File: config.mk
export PLATFORM = sky130hd
export DESIGN_NAME = l2_sequencer
export DESIGN_NICKNAME = d
export VERILOG_FILES = /design/src/rtl/l2_sequencer.sv
export SDC_FILE = /design/constraint.sdc
export NUM_CORES = 1
export LEC_CHECK = 0
export ABC_AREA = 1
export BUFFER_PORTS_ARGS = -buffer_cell sky130_fd_sc_hd__buf_4
export CORE_ASPECT_RATIO = 0.6
export CORE_UTILIZATION = 51
export CTS_BUF_LIST = sky130_fd_sc_hd__clkbuf_8
export DETAILED_ROUTE_END_ITERATION = 6
export MAX_ROUTING_LAYER = met4
export PLACE_DENSITY = 0.89
export SLEW_MARGIN = 10
export SYNTH_ARGS = -nofsm -noshare
export SYNTH_HDL_FRONTEND = slang
export SYNTH_SLANG_ARGS = --single-unit
File: constraint.sdc
create_clock -name clk -period 6 [get_ports clk]
set_input_delay 0.3 -clock clk [delete_from_list [all_inputs] [get_ports clk]]
set_output_delay 0.3 -clock clk [all_outputs]
set_load 0.02 [all_outputs]
File: src/rtl/l2_sequencer.sv
// l2_sequencer: clears, bias-loads and streams the layer-2 MAC array, then argmaxes the accumulators.
// Optional `L2_SEQ_MAXSCORE_EN exposes the winning accumulator value on max_score.
module l2_sequencer #(
    parameter int N_HIDDEN = 32,
    parameter int N_OUT    = 10,
    parameter int ACC_W    = 20
) (
    input  logic                   clk,
    input  logic                   rst,
    input  logic                   start,
    output logic                   busy,
    output logic [4:0]             mem_addr,
    output logic                   mac_clr,
    output logic                   mac_init_bias,
    output logic                   mac_en,
    input  logic [N_OUT*ACC_W-1:0] acc_in_packed,
    output logic                   done,
    output logic [3:0]             result_class,
    output logic                   result_valid
`ifdef L2_SEQ_MAXSCORE_EN
    ,
    output logic signed [ACC_W-1:0] max_score
`endif
);
    typedef enum logic [2:0] {IDLE, CLR, BIAS, MAC, SETTLE, ARGMAX, DONE} state_t;
    state_t state, nxt;
    logic [5:0] k;
    logic [3:0] i, idx;
    logic signed [ACC_W-1:0] best, lane;
    logic signed [ACC_W-1:0] lanes [N_OUT];
    logic take, k_last, i_last;
    for (genvar j = 0; j < N_OUT; j++) begin : g_lane
        assign lanes[j] = acc_in_packed[j*ACC_W +: ACC_W];
    end
    assign k_last = k == 6'(N_HIDDEN - 1);
    assign i_last = i == 4'(N_OUT - 1);
    assign busy = state != IDLE;
    assign mac_clr = state == CLR;
    assign mac_init_bias = state == BIAS;
    assign mac_en = state == MAC;
    assign done = state == DONE;
    // The address runs one ahead of k to cover the registered memory read; the last fetch is a don't-care.
    assign mem_addr = (state == MAC) ? (k_last ? 5'(N_HIDDEN - 1) : 5'(k + 6'd1)) : 5'd0;
    always_comb begin
        nxt = state;
        lane = lanes[i];
        take = (i == 4'd0) || (lane > best);
        case (state)
            IDLE:    nxt = start ? CLR : IDLE;
            CLR:     nxt = BIAS;
            BIAS:    nxt = MAC;
            MAC:     nxt = k_last ? SETTLE : MAC;
            SETTLE:  nxt = ARGMAX;
            ARGMAX:  nxt = i_last ? DONE : ARGMAX;
            DONE:    nxt = IDLE;
            default: nxt = IDLE;
        endcase
    end
    always_ff @(posedge clk) begin
        if (rst) begin
            state <= IDLE;
            k <= '0;
            i <= '0;
            best <= '0;
            idx <= '0;
            result_class <= '0;
            result_valid <= 1'b0;
`ifdef L2_SEQ_MAXSCORE_EN
            max_score <= '0;
`endif
        end else begin
            state <= nxt;
            k <= (state == MAC) ? k + 6'd1 : 6'd0;
            i <= (state == ARGMAX) ? i + 4'd1 : 4'd0;
            if (state == ARGMAX && take) begin
                best <= lane;
                idx <= i;
            end
            if (state == IDLE && start)
                result_valid <= 1'b0;
            // Fold the last comparison straight into the result so it is valid throughout DONE.
            if (state == ARGMAX && i_last) begin
                result_class <= take ? i : idx;
                result_valid <= 1'b1;
`ifdef L2_SEQ_MAXSCORE_EN
                max_score <= take ? lane : best;
`endif
            end
        end
    end
endmodule

==> impl_metrics.env <==
export IMPL_outcome="finished, violations left"
export IMPL_violations="design-rule violations"
export IMPL_synth_avg_cell_area_sq_um=5.83
export IMPL_grt_pass1_vias=5352
export IMPL_dp_hpwl_um=11200
export IMPL_worst_slack_ps=2080
export IMPL_yosys_area_top_type="dfxtp_1"
export IMPL_drv_slew=0
export IMPL_fin_area_sq_um=5840
export IMPL_routed_wirelength_um=14600
export IMPL_mostFrequentLayoutCells="224 x buf_4, 188 x nand2_1, 111 x nor2_1"
export IMPL_die_area_sq_um=8520
export IMPL_antenna_cells=0
export IMPL_grt_max_degree=86
export IMPL_post_place_cells=1002
export IMPL_die_x_um=119
export IMPL_synth_top_cell_area_share_pct=20.2
export IMPL_place_ws_ps=2160
export IMPL_place_gp_congestion=0.946
export IMPL_start_util_pct=52.7
export IMPL_syn_to_final_growth_pct=40.6
export IMPL_cts_inserted_buffers=5
export IMPL_timing_setup_tns_ps=0
export IMPL_hp_class="in2reg"
export IMPL_synth_nets=940
export IMPL_coreArea_sq_um=7880
export IMPL_worst_pin_slew_ps=1210
export IMPL_drc_errors=1
export IMPL_grt_usage_pct=34.2
export IMPL_die_y_um=71.9
export IMPL_synthTopCellsByArea="dfxtp_1 20%, nand2_1 17%, o21ai_0 11%"
export IMPL_place_area_sq_um=5760
export IMPL_boundaryPins=218
export IMPL_cp_max_fo=35
export IMPL_synth_cells=713
export IMPL_ys_seq_area_share_pct=20.2
export IMPL_vias=5507
export IMPL_row_count=25
export IMPL_fin_nets=1128
export IMPL_clock_sinks=42
export IMPL_irDropWorstVdd_uv=91.0
export IMPL_layout_min_cycle_time_ps=3920
export IMPL_clkTransAtPathRegs_ps=80
export IMPL_p_leak_nw=2.82
export IMPL_layout_commonest_cell="buf_4"
export IMPL_fmax_mhz=255
export IMPL_drt_iter0_markers=431
export IMPL_hold_ws_ps=390
export IMPL_fin_cells=1009
export IMPL_drv_cap=0
export IMPL_grt_overflow_total=0
export IMPL_hold_violations=0
export IMPL_timing_final_crit_share_pct=65.3
export IMPL_critPathArrivalTime_ps=4110
export IMPL_setup_violations=0
export IMPL_path_class="reg2reg"
export IMPL_postCtsHoldBufs=0
export IMPL_syn_area_sq_um=4160
export IMPL_post_drt_wl_per_cell_um=14.5
export IMPL_tritoncts="yes"
export IMPL_vias_per_cell=5.46
export IMPL_critPathLaunchType="flop"
export IMPL_synth_cell_type_count=37
export IMPL_r2r_slack_ps=2080
export IMPL_h_tree_depth=2
export IMPL_cp_end_kind="flop"
export IMPL_ant_nets=0
export IMPL_skew_ps=5.62
export IMPL_synth_seq_cells=42
export IMPL_io_buffer_count=217
export IMPL_dr_pass1_iters=6
export IMPL_slew_headroom_pct=19.1
export IMPL_clock_latency_ps=290
export IMPL_required_ps=6190
export IMPL_cts_resized=0
export IMPL_antenna_found_initial=0
export IMPL_drive_above_1_share_pct=30.5
export IMPL_clock_path_buffers=2
export IMPL_grt_setup_unrepaired="false"
export IMPL_powerDensity_nw_per_um2=110
export IMPL_yosysWarnings=0
export IMPL_grt_pass1_wl_um=23300
export IMPL_ctsRootBufferMaster="clkbuf_8"
export IMPL_cts_setup_buffers=0
## cell usage after synthesis (all sizes together)
| cell type | instances |
|---|---|
| nand2 | 207 |
| nor2 | 113 |
| o21ai | 93 |
| inv | 69 |
| dfxtp | 42 |
| o22ai | 40 |
| a21oi | 36 |
| clkbuf | 33 |
| ha | 24 |
| and3 | 19 |
| buf | 10 |
| nand3 | 8 |
| nor3 | 5 |
| a221oi | 2 |
| nand4 | 2 |
| xnor2 | 2 |
| a21boi | 1 |
| a21o | 1 |
| a31o | 1 |
| clkinv | 1 |
| mux2i | 1 |
| o21a | 1 |
| or3 | 1 |
| xor2 | 1 |
## layout make-up
class                   count  area, sq um
well taps                 108          135
flip-flops and latches     42          843
clock buffers               5         68.8
fillers                   670         2040
multi-input cells         558         2830
clock inverters             2         10.0
inverters                  70          270
repair buffers            224         1680
## per-layer routing
layer / global-route usage (%) / wire [um]
met1: 38.0 / 6020
met2: 61.7 / 6980
met3: 6.13 / 1130
met4: 14.2 / 456
met5: - / 0
## flip-flops by register name (all words and copies together) (netlist names)
signal and flops:
idx 4, k 6, i 4, best 20, state 3, result_valid 1, result_class 4
## power breakdown
part,switching (mW),internal (mW),total [mW]
logic,0.0736,0.114,0.187
clock network,0.0955,0.0782,0.174
registers,0.00244,0.280,0.283
total,0.171,0.472,0.643
## critical path, cell delays in order, from the launching register on
cell and delay (ps):
dfxtp_2 660, buf_4 390, clkinv_1 130, buf_4 240, o21ai_0 120, o22ai_1 120, nand2_1 70, and3_1 150
inv_1 70, ha_1 340, nand2_1 110, nor2_2 140, nand2_2 70, nor2_2 130, nand2_1 90, nand4_1 110
nand3_2 140, nand2_4 140, nand2_8 150, inv_8 220, nand2_1 90, nand2_1 80, nor2_1 40
## logic make-up after synthesis
| family | synth area share [%] |
|---|---|
| multiplexers | 0.241 |
| XOR/XNOR | 0.632 |
| AO/OA/AOI/OAI | 24.2 |
| buffers and inverters | 11.6 |
| AND/OR/NAND/NOR | 35.9 |
| adder cells (fa/ha/maj) | 7.23 |
| flip-flops | 20.2 |
## stage by stage
| stage | utilization (%) | total power [mW] |
|---|---|---|
| 6_report | 74.1 | 0.643 |
| 4_1_cts | 74.1 | 0.641 |
| 3_5_place_dp | 73.1 | 0.473 |
| 3_3_place_gp | 73.1 | 0.469 |
| 2_1_floorplan | - | 0.352 |
| 5_1_grt | 74.1 | 0.671 |
## path summary, 6_finish.rpt
check,from,to,cells after the start
worst max-delay path,i[1]$_SDFF_PP0_,best[0]$_SDFFE_PP0P_,22
worst min-delay path,start,result_valid$_SDFFE_PP0P_,4
worst max register to register,i[1]$_SDFF_PP0_,best[0]$_SDFFE_PP0P_,22
worst min register to register,k[0]$_SDFF_PP0_,k[0]$_SDFF_PP0_,1
Power figures use the tool's default switching activity.
